===== src/rtl/uart_tx_arbiter.sv =====
// Round-robin arbiter that lets NREQ requesters share one UART transmitter,
// one byte per grant, with a WAIT-state timeout that aborts a stuck frame.
module uart_tx_arbiter #(
    parameter int NREQ    = 4,
    parameter int TIMEOUT = 15
) (
    input  logic              baud,
    input  logic              reset,
    input  logic [NREQ-1:0]   req,
    input  logic [8*NREQ-1:0] req_data,
    input  logic [NREQ-1:0]   req_en,
    output logic [NREQ-1:0]   gnt,
    output logic [NREQ-1:0]   done,
    output logic [7:0]        tx_data,
    output logic              tx_en,
    input  logic              tx_done,
    output logic              busy,
    output logic              err
);

    // state  | meaning
    // IDLE   | arbitrating; a winner is latched and granted on the next edge
    // LAUNCH | single cycle with tx_en high to start the transmitter
    // WAIT   | counting cycles until tx_done, or abort at TIMEOUT cycles
    typedef enum logic [1:0] {IDLE, LAUNCH, WAIT} state_t;

    localparam int PW = (NREQ > 1) ? $clog2(NREQ) : 1;
    localparam int CW = (TIMEOUT > 1) ? $clog2(TIMEOUT + 1) : 1;
    localparam logic [PW-1:0] PTR_INIT = PW'(NREQ - 1);
    localparam logic [CW-1:0] CNT_LAST = CW'(TIMEOUT - 1);

    state_t          state;
    logic [PW-1:0]   ptr;
    logic [PW-1:0]   sel;
    logic [CW-1:0]   cnt;

    logic [NREQ-1:0] active;
    logic            win_valid;
    logic [PW-1:0]   win_idx;
    logic [PW-1:0]   cand_idx;
    logic [NREQ-1:0] win_onehot;
    logic [NREQ-1:0] sel_onehot;
    logic [7:0]      win_byte;
    int              cand;

    assign active = req & req_en;
    assign busy   = (state != IDLE);

    // Search ptr+1, ptr+2, ... wrapping at NREQ; the last-served requester comes last.
    always_comb begin
        win_valid = 1'b0;
        win_idx   = '0;
        cand      = 0;
        cand_idx  = '0;
        for (int k = 1; k <= NREQ; k++) begin
            cand = int'(ptr) + k;
            if (cand >= NREQ)
                cand = cand - NREQ;
            cand_idx = PW'(cand);
            if (!win_valid && active[cand_idx]) begin
                win_valid = 1'b1;
                win_idx   = cand_idx;
            end
        end
    end

    always_comb begin
        win_onehot = '0;
        sel_onehot = '0;
        win_byte   = 8'h00;
        for (int i = 0; i < NREQ; i++) begin
            win_onehot[i] = (PW'(i) == win_idx);
            sel_onehot[i] = (PW'(i) == sel);
            if (PW'(i) == win_idx)
                win_byte = req_data[8*i +: 8];
        end
    end

    always_ff @(posedge baud) begin
        if (reset) begin
            state   <= IDLE;
            gnt     <= '0;
            done    <= '0;
            err     <= 1'b0;
            tx_en   <= 1'b0;
            tx_data <= 8'h00;
            cnt     <= '0;
            ptr     <= PTR_INIT;
            sel     <= '0;
        end else begin
            gnt   <= '0;
            done  <= '0;
            err   <= 1'b0;
            tx_en <= 1'b0;
            case (state)
                IDLE: begin
                    if (win_valid) begin
                        tx_data <= win_byte;
                        gnt     <= win_onehot;
                        sel     <= win_idx;
                        tx_en   <= 1'b1;
                        state   <= LAUNCH;
                    end
                end
                LAUNCH: begin
                    cnt   <= '0;
                    state <= WAIT;
                end
                WAIT: begin
                    if (tx_done) begin
                        done  <= sel_onehot;
                        ptr   <= sel;
                        cnt   <= '0;
                        state <= IDLE;
                    end else if (cnt == CNT_LAST) begin
                        err   <= 1'b1;
                        ptr   <= sel;
                        cnt   <= '0;
                        state <= IDLE;
                    end else begin
                        cnt <= cnt + CW'(1);
                    end
                end
                default: state <= IDLE;
            endcase
        end
    end

endmodule


===== config.mk =====
export PLATFORM = sky130hd
export DESIGN_NAME = uart_tx_arbiter
export DESIGN_NICKNAME = d
export VERILOG_FILES = /design/src/rtl/uart_tx_arbiter.sv
export SDC_FILE = /design/constraint.sdc
export NUM_CORES = 1
export LEC_CHECK = 0
export CAP_MARGIN = 10
export CORE_MARGIN = 2
export CORE_UTILIZATION = 36
export CTS_CLUSTER_SIZE = 14
export DETAILED_ROUTE_END_ITERATION = 6
export HOLD_SLACK_MARGIN = 0.06
export PLACE_DENSITY_LB_ADDON = 0.12
export REMOVE_ABC_BUFFERS = 1
export SLEW_MARGIN = 20
export SYNTH_ARGS = -nofsm -noshare
export SYNTH_HDL_FRONTEND = slang
export SYNTH_SLANG_ARGS = --single-unit

===== constraint.sdc =====
create_clock -name baud -period 2.55 [get_ports baud]
set_clock_uncertainty 0.2 [all_clocks]
set_input_delay 0.765 -clock baud [delete_from_list [all_inputs] [get_ports baud]]
set_output_delay 0.765 -clock baud [all_outputs]
set_load 0.005 [all_outputs]

==> results of run 1 <==
-- repair_timing --
item	in CTS	in global routing
pin swaps	0	8
endpoints found under the setup margin	4	9
resized for setup	4	24
-- cells by family after synthesis --
family / Yosys count / share of synthesized area
AND/OR/NAND/NOR: 60 / 0.2150
AO/OA/AOI/OAI: 46 / 0.2375
flip-flops: 28 / 0.3733
buffers and inverters: 17 / 0.05750
multiplexers: 10 / 0.06667
adder cells (fa/ha/maj): 6 / 0.05000
-- routing by layer --
metal  track usage  share of wire  wire, um
met2        0.3041           0.49      2120
met4       0.06000          0.019        81
met3       0.04221          0.051       222
met5             0              0         0
met1        0.2308           0.44      1896
-- power by group through the flow --
stage	Clock, mW	Sequential (mW)	Combinational (mW)
finish	0.355	0.512	0.447
global route	0.381	0.518	0.490
CTS	0.362	0.511	0.424
detailed placement	0	0.521	0.417
global placement	0	0.519	0.407
floorplan	0	0.520	0.190
-- per-stage QoR --
stage / hold WS (ps) / setup WS, ps / cells / power [mW]
after floorplan: 224.2 / -134.8 / 159 / 0.7093
after global placement: 236.3 / -254.4 / 289 / 0.9259
after detailed placement: 248.9 / -297.4 / 289 / 0.9379
after CTS: 271.4 / 9.451 / 293 / 1.297
after global routing: 292.6 / -34.87 / 293 / 1.389
final: 269.9 / 53.52 / 293 / 1.314
-- worst max-delay path, stage by stage --
cell and delay (ps):
sky130_fd_sc_hd__clkdlybuf4s50_1 440, sky130_fd_sc_hd__and3b_1 200, sky130_fd_sc_hd__o21a_1 210, sky130_fd_sc_hd__or3_4 400
sky130_fd_sc_hd__buf_12 160, sky130_fd_sc_hd__mux2i_2 170, sky130_fd_sc_hd__o211ai_1 100
-- state kept, by name (all words and copies together) (netlist names) --
name and count:
ptr 2, sel 2, done 4, state 2, gnt 4, tx_en 1, cnt 4, err 1
tx_data 8
-- synth_stat cells, drive strengths merged --
cell	count	area share
dfxtp	28	0.37
nand2	16	0.040
nor2	11	0.028
mux2i	10	0.067
inv	9	0.022
nor4b	9	0.053
nor3	8	0.027
o21ai	8	0.027
o211ai	7	0.035
o31ai	7	0.038
ha	6	0.050
clkbuf	5	0.013
o31a	5	0.029
a211oi	4	0.020
a21oi	4	0.013
and2	4	0.017
and3	3	0.013
buf	3	0.022
nand3	2	0.0067
nor2b	2	0.0083
a2111oi	1	0.010
a21o	1	0.0050
a221oi	1	0.010
a22o	1	0.0058
a311oi	1	0.010
a31oi	1	0.0042
a32o	1	0.0067
a32oi	1	0.0058
and3b	1	0.0058
nand2b	1	0.0042
nand4b	1	0.0058
nor4	1	0.0042
o21a	1	0.0050
o2bb2a	1	0.0067
o32ai	1	0.0058
or3	1	0.0042
-- worst min-delay path by stage --
| stage | startpoint | to | slack, ps |
|---|---|---|---|
| 2_1_floorplan | sel[0]$_SDFFE_PP0N_ | done[2]$_SDFF_PP0_ | 220 |
| 3_3_place_gp | tx_data[6]$_SDFFE_PP0N_ | tx_data[6]$_SDFFE_PP0N_ | 240 |
| 3_5_place_dp | tx_data[1]$_SDFFE_PP0N_ | tx_data[1]$_SDFFE_PP0N_ | 250 |
| 4_1_cts | tx_data[0]$_SDFFE_PP0N_ | tx_data[0]$_SDFFE_PP0N_ | 270 |
| 5_1_grt | sel[0]$_SDFFE_PP0N_ | done[0]$_SDFF_PP0_ | 290 |
| 6_report | tx_data[1]$_SDFFE_PP0N_ | tx_data[1]$_SDFFE_PP0N_ | 270 |
-- final cells by class --
type,instances,share of cell area
timing repair buffer,80,0.3189
multi-input combinational,122,0.3827
tap,50,0.02555
clock buffer,3,0.01686
sequential,28,0.2299
inverter,9,0.01380
clock inverter,1,0.01226
==> reports/summary.md, run 1 <==
The cell area after synthesis came out at 1501 um2. TritonCTS built the clock tree. In this run the worst hold path is classified as flop to flop.

The number of diodes added for antenna fixing came out at 0. After detailed placement, the total cell area comes to 2265 um2. The total area inside the core boundary comes to 4000 um2.

Setup slack on the worst reg-to-reg path comes out at 350 ps. The internal power of the cells totals 948.9 uW. The Yosys warning count was 0; the final clock period utilization by the worst path was 0.9790. The worst path needs 2496 ps of the cycle, external delays included. The root buffer cell is sky130_fd_sc_hd__clkbuf_8.

The CTS H-tree depth came out at 1. In the routed layout, each cell is associated on average with a via count of 5.338. The x dimension of the die is 68.58 um. For the number of global-route vias before repair, the log shows 1455. The final count of hold timing violations is 0. For the TritonCTS buffer count, the log shows 3.

No sink is reached through more buffers than the 2 on the longest clock path. The die is 68.58 um tall. The worst register-to-register path has a depth of 6. The detailed router placed 1564 vias in this run. Summing all multi-input logic gate instances after layout gives 937.1 um2.

The congestion estimate from routability-driven global placement came to 0.8337. For this design, the sink count on the clock tree is 28. The switching portion of total power is 0.2780, and the leakage power is 0.9722 nW. At the worst endpoint, the required time is 2510 ps. Synthesis-to-layout area growth: 63.08%.

The flow ran to the end, and the final reports show no timing, DRC or antenna violations. The count of nets left with antenna violations once routing finished came out at 0. Registers take 563.0 um2.

The data arrival time at the worst-slack endpoint was 2460 ps. The number of detailed-route iterations in the first pass was 4; the fraction of layout cells with a size suffix above 1 was 0.1687. The endpoint of the most critical setup path was tx_data[2]$_SDFFE_PP0N_. After routing, the total negative slack on setup checks comes to 0 ps. For this run the aggregate overflow at the end of global routing stands at 0. For this design the total switching power over the nets is 365.4 uW. Derived from the worst setup path, the maximum achievable clock frequency is 400.6 MHz. Setup violations remaining at the end of the flow were counted as 0. At the later pin of the worst-skew pair, clock insertion delay measures 280 ps. Across the VDD grid, the largest voltage drop is 393.9 uV. The worst setup path is launched from an input port. The critical path is of the input port to flop type. The startpoint of the worst register-to-register path is ptr[1]$_SDFFE_PP1P_.

The endpoint identified for the worst register-to-register timing path is tx_data[2]$_SDFFE_PP0N_. The clock transition at the register clock pins on the worst setup and hold paths after CTS works out to 100 ps. The floorplan has 23 rows.

The number of buffers inserted by post-CTS setup repair is 0, and the number of nets in the layout is 293. The tools report the count of cell types in the netlist as 37. Die area: 4703 um2. The worst setup path is captured at a flop. The worst slew margin relative to its limit was 0.7239; the per-cell routed wire length was 14.75 um.

Hold-fix buffer count after cts: 0. In this run the power density over the cells is 536.8 nW/um2. The number of cells produced by synthesis is 167, and the residual DRC count is 0. The instance count along the most critical hold path works out to 2. The violation count after the first detailed-routing iteration came out at 60. The fraction of power consumed by sequential logic came out at 0.390.

Once layout is done, the placed cells without fillers occupy 2449 um2. The initial standard-cell utilization of the core was 0.3754; the number of max-slew violations in the final report was 0. The post-synthesis sequential area ratio is 0.3733, and the slew of the pin with the lowest slew margin is 413.5 ps. Along the worst path, the maximum fanout reaches 15. The tools report the number of antenna violations at the first check in global routing as 0.

Port buffering added 61 buffers. For the count of maximum capacitance violations, the log shows 0. The number of flip-flops and latches in the synthesized netlist is 28. The maximum number of pins on one net before global-route repair came out at 17.

62 I/O pins were placed. The worst setup path startpoint was req[1]. The library cells used most frequently in the layout, excluding fill and tap cells, are sky130_fd_sc_hd__clkdlybuf4s50_1, sky130_fd_sc_hd__dfxtp_1, sky130_fd_sc_hd__buf_4, sky130_fd_sc_hd__nand2_1, sky130_fd_sc_hd__nor2_1. After detailed routing, the total wire length is 4321 um. A synthesized cell averages 8.991 um2. The part of the total power dissipated in combinational logic is 0.340, and the number of fill cells in the layout is 357. The wire length of the first global-routing pass was 6437 um. Leaving out fill and tap cells, the most frequent cell in the layout is sky130_fd_sc_hd__clkdlybuf4s50_1. The total routing resource utilization after global routing came out at 0.1823. The HPWL after detailed placement is 3233 um. The clock network power share is 0.270. The tools report the utilization after layout as 0.6121.
Note: power is estimated with default switching activity, not from simulation.
==> run 2, diff against run 1 <==
Settings changed: ABC_CLOCK_PERIOD_IN_PS set to 2550.
==> results of run 2 <==
Final layout, timing and power as in run 1 (identical DEF).
==> run 3, diff against run 2 <==
Settings changed: ABC_CLOCK_PERIOD_IN_PS 2550 to not set, HOLD_SLACK_MARGIN 0.06 to not set.
==> results of run 3 <==
Final layout, timing and power as in run 1 (identical DEF).
==> edit 1, RTL diff (settings of run 2) <==
`NREQ`: 4 -> 2.
--- a/src/rtl/uart_tx_arbiter.sv
+++ b/src/rtl/uart_tx_arbiter.sv
@@ -2,5 +2,5 @@
 // one byte per grant, with a WAIT-state timeout that aborts a stuck frame.
 module uart_tx_arbiter #(
-    parameter int NREQ    = 4,
+    parameter int NREQ    = 2,
     parameter int TIMEOUT = 15
 ) (
Ports: changed (5 resized); port bits go from 62 to 38. The function was not compared with the original's and may differ.
==> edit 1 against run 2 <==
The run now ends with DRC left; wire length decreased by 42%; first-iteration DRC count fell by 72%; power decreased by 15%; register-to-register slack improved by 370 ps; design area shrank 36%; sequential power is 16% lower; sequential cell count shrank 6; area after synthesis is 28% lower; sequential share of layout area grew 5.5 points; synthesized cell count shrank 31%; utilization is 5.7 points lower; worst setup slack improved by 16 ps; clock power fell by 26%; via count fell by 35%.
==> edit 1: results (changes against run 2) <==
- Status: complete, but fails checks (was finished, final reports clean)
- Failing checks: DRC
- Yosys cell types: 35 (was 37)
- Share of layout cells above drive strength 1: 8.92% (was 16.9%)
- Vias in the first global route: 984 (was 1,455)
- Largest net degree at the start of global routing: 14 (was 17)
- Dpl cells: 183 (was 289)
- First-pass DRT Iterations: 6 (was 4)
- Gp weighted congestion: 0.769 (was 0.834)
- Dpl hpwl: 1.94 mm (was 3.23 mm)
- Placed inst area: 1490 um^2 (was 2260 um^2)
- Number of flops mapped to enable cells by yosys: 0 (unchanged)
- R2R Setup Slk: 720 ps (was 350 ps)
- Clock Latency Late Sink: 300 ps (was 280 ps)
- Post-Syn Area per Cell: 9.31 um^2 (was 8.99 um^2)
- Via/cell ratio: 5.41 (was 5.34)
- WL final: 2.50 mm (was 4.32 mm)
- Lkg Pwr: 0.605 nW (was 0.972 nW)
- CP Data Arrival Time: 1520 ps (was 2460 ps)
- Final #Nets: 187 (was 293)
- Compound-gate portion of the synthesized area: 16.7% (was 23.8%)
- Post-synthesis adder-cell area fraction: 6.95% (was 5.00%)
- DRT iter0 DRCs: 17 (was 60)
- First-pass GRT wire length: 4.17 mm (was 6.44 mm)
- Max IR drop VDD: 0.000281 V (was 0.000394 V)
- Reg clk slew, reported paths: 120 ps (was 100 ps)
- Mux contribution to synthesized area: 1.85% (was 6.67%)
- Commonest cells post-synth: dfxtp_1, nand2_1, a221o_1, ha_1, nor3_1 (was dfxtp_1, nand2_1, nor2_1, mux2i_1)
- # port buffers: 37 (was 61)
- Root buf cell: clkbuf_4 (was clkbuf_8)
- Drc violations: 3 (was 0)
- Wirelength per Cell: 13.3 um (was 14.7 um)
- Sequential element share of the synthesized area: 40.8% (was 37.3%)
- Final hold slack: 292 ps (was 270 ps)
- Crit-path max FO: 3 (was 15)
- Cells taking the most area after synthesis: dfxtp_1, a221o_1, ha_1, nand2_1, nor4b_1 (was dfxtp_1, mux2i_1, nor4b_1, ha_1, nand2_1)
- GRT Overall Usage: 15.3% (was 18.2%)
## edit 1: what timing repair did
item / 4_1_cts / 5_1_grt
endpoints found under the setup margin: 0 / 1
buffers inserted: 0 / 1
gates resized for setup: 0 / 2
## edit 1: power breakdown
| group | total, mW | leakage (nW) | switching [mW] | internal (mW) |
|---|---|---|---|---|
| sequential | 0.430 | 0.180 | 0.0314 | 0.399 |
| clock | 0.264 | 0.0279 | 0.106 | 0.159 |
| combinational | 0.419 | 0.397 | 0.196 | 0.223 |
| total | 1.11 | 0.605 | 0.333 | 0.781 |
## edit 1: final timing paths
check	from	end	cells after the start
hold / removal	state[1]$_SDFFE_PP0P_	state[1]$_SDFFE_PP0P_	2
setup reg to reg	state[0]$_SDFFE_PP0P_	tx_data[7]$_SDFFE_PP0P_	6
hold reg to reg	state[1]$_SDFFE_PP0P_	state[1]$_SDFFE_PP0P_	2
setup / recovery	state[0]$_SDFFE_PP0P_	busy	4
## edit 1: cells by family after synthesis
kind of cell             after synthesis
flip-flops                            22
adder cells (fa/ha/maj)                6
AND/OR/NAND/NOR                       54
AO/OA/AOI/OAI                         21
buffers and inverters                 11
multiplexers                           2
## edit 1: per-layer routing
layer  vias up  GRT usage (%)  routed length, um
li1        519              -                  -
met1       477           19.5               1160
met2        20           26.7               1210
met3         2           2.64                115
met4         0           3.90                 17
met5         -              0                  0
## edit 1: layout make-up
type / instances / area [um^2]
fillers: 266 / 1250
multi-input cells: 83 / 592
flip-flops and latches: 22 / 443
repair buffers: 42 / 408
well taps: 31 / 38.8
clock inverters: 1 / 30.0
clock buffers: 3 / 22.5
inverters: 6 / 22.5
## edit 1: metrics by stage
step / setup slack (ps) / utilization (%)
detailed placement: 111 / 53.3
global route: 1.42 / 55.5
global placement: 137 / 53.3
CTS: 25.5 / 55.1
floorplan: 661 / -
finish: 69.2 / 55.5
## edit 1: critical path, cell delays in order, from the launching register on
cell and delay, ps:
dfxtp_2 360, inv_1 70, ha_1 230, inv_2 60, clkdlybuf4s50_1 500
==> edit 2, RTL diff (settings of run 2) <==
Without the edit above. Register the output `err` once more; this adds one clock of latency there. The other outputs are not delayed to match.
--- a/src/rtl/uart_tx_arbiter.sv
+++ b/src/rtl/uart_tx_arbiter.sv
@@ -29,4 +29,6 @@
     localparam logic [PW-1:0] PTR_INIT = PW'(NREQ - 1);
     localparam logic [CW-1:0] CNT_LAST = CW'(TIMEOUT - 1);
+
+    logic err_s0;
 
     state_t          state;
@@ -82,5 +84,5 @@
             gnt     <= '0;
             done    <= '0;
-            err     <= 1'b0;
+            err_s0  <= 1'b0;
             tx_en   <= 1'b0;
             tx_data <= 8'h00;
@@ -91,5 +93,5 @@
             gnt   <= '0;
             done  <= '0;
-            err   <= 1'b0;
+            err_s0 <= 1'b0;
             tx_en <= 1'b0;
             case (state)
@@ -114,5 +116,5 @@
                         state <= IDLE;
                     end else if (cnt == CNT_LAST) begin
-                        err   <= 1'b1;
+                        err_s0 <= 1'b1;
                         ptr   <= sel;
                         cnt   <= '0;
@@ -127,4 +129,8 @@
     end
 
+    always_ff @(posedge baud) begin
+        err <= err_s0;
+    end
+
 endmodule
 
Check against the original RTL: no difference found for any inputs over 10 cycles, from zero or initial values and one cycle with reset high; that may be too few to reach the edited logic, so the function may still have changed.
==> edit 2 against run 2 <==
Worst setup slack improved by 19 ps; wire length rose by 2.9%; design area rose by 3.1%; die area rose by 1.3%; non-clock buffer count rose by 2; sequential cell count rose by 1; highest routed layer unchanged; area after synthesis rose by 1.3%; power rose by 4.4%; sequential power rose by 3%.
==> edit 2: results (changes against run 2) <==
- Wirelength per Cell: 14.8 um (was 14.7 um)
- Met2 GRT Util: 31.1% (was 30.4%)
- Post-CTS Setup Bufs: 0 (unchanged)
- Num CTS Buffers: 5 (was 3)
- Met3 usage in global routing: 4.24% (was 4.22%)
- Lkg Pwr: 1.01 nW (was 0.972 nW)
- Status: finished, final reports clean (unchanged)
- Post-cts sizing count: 10 (was 4)
- Largest net degree at the start of global routing: 14 (was 17)
- Share of layout cells above drive strength 1: 19.2% (was 16.9%)
- Via/cell ratio: 5.28 (was 5.34)
- Clock Latency Late Sink: 280 ps (about the same)
- Placed inst area: 2300 um^2 (was 2260 um^2)
- First-pass GRT wire length: 7.25 mm (was 6.44 mm)
- Sequential element share of the synthesized area: 38.2% (was 37.3%)
- Max IR drop VDD: 0.000352 V (was 0.000394 V)
- Reg clk slew, reported paths: 60 ps (was 100 ps)
- CTS max path bufs: 2 (unchanged)
- Commonest cells post-synth: dfxtp_1, nand2_1, nor2_1, mux2i_1 (unchanged)
- H-tree depth: 2 (was 1)
- Final #Nets: 298 (was 293)
- Slew Limit Headroom: 70.1% (was 72.4%)
- Crit-path max FO: 3 (was 15)
- CP delay by family, top: compound AO/OA/AOI/OAI gates (was simple AND/OR/NAND/NOR gates)
- WHS Path Cells: 0 (was 2)
- GRT Overall Usage: 18.5% (was 18.2%)
- GR Util met1: 23.3% (was 23.1%)
- # fillers: 356 (was 357)
- Cells taking the most area after synthesis: dfxtp_1, mux2i_1, nor4b_1, ha_1, nand2_1 (unchanged)
- Dpl hpwl: 3.35 mm (was 3.23 mm)
- Vias in the first global route: 1,513 (was 1,455)
- DRT iter0 DRCs: 132 (was 60)
- Gp weighted congestion: 0.967 (was 0.834)
edit 2: changes by cell type after synthesis:
cell and change:
dfxtp_1 +1
edit 2: final timing paths:
path | start | to | slack [ps]
max | req_en[0] | tx_data[6]$_SDFFE_PP0N_ | 70
max reg2reg | ptr[1]$_SDFFE_PP1P_ | tx_data[6]$_SDFFE_PP0N_ | 330
min reg2reg | err_s0$_SDFF_PP0_ | err$_DFF_P_ | 130
min | err_s0$_SDFF_PP0_ | err$_DFF_P_ | 130
edit 2: per-layer routing:
layer	wire length, um	part of all wire [%]
met4	59	1.3
met2	2160	48
met3	273	6.1
met1	1960	44
met5	0	0
edit 2: final cells by class:
| class | count | area, um^2 | area share (%) |
|---|---|---|---|
| timing repair buffer | 82 | 790 | 31.3 |
| clock buffer | 5 | 68.8 | 2.73 |
| tap | 50 | 62.6 | 2.48 |
| clock inverter | 3 | 17.5 | 0.694 |
| multi-input combinational | 122 | 971 | 38.5 |
| inverter | 9 | 33.8 | 1.34 |
| sequential | 29 | 581 | 23.0 |
edit 2: metrics by stage:
stage | setup slack (ps) | hold WS, ps | instances
finish | 72.6 | 128 | 300
global route | -2.10 | 134 | 300
CTS | 15.7 | 133 | 300
detailed placement | -464 | 118 | 292
global placement | -375 | 114 | 292
floorplan | -135 | 110 | 160
edit 2: report_power, final:
part	total [mW]	internal [mW]	leakage, nW	switching, mW
clock	0.368	0.188	0.0439	0.181
sequential	0.529	0.499	0.237	0.0298
combinational	0.476	0.270	0.731	0.206
edit 2: cell families (layout without fill, tap and decap cells):
logic type	count (synthesis)	count (layout)	synth area share, %
AO/OA/AOI/OAI	46	46	23.4
adder cells (fa/ha/maj)	6	6	4.93
buffers and inverters	17	99	5.67
flip-flops	29	29	38.2
multiplexers	10	10	6.58
AND/OR/NAND/NOR	60	60	21.2
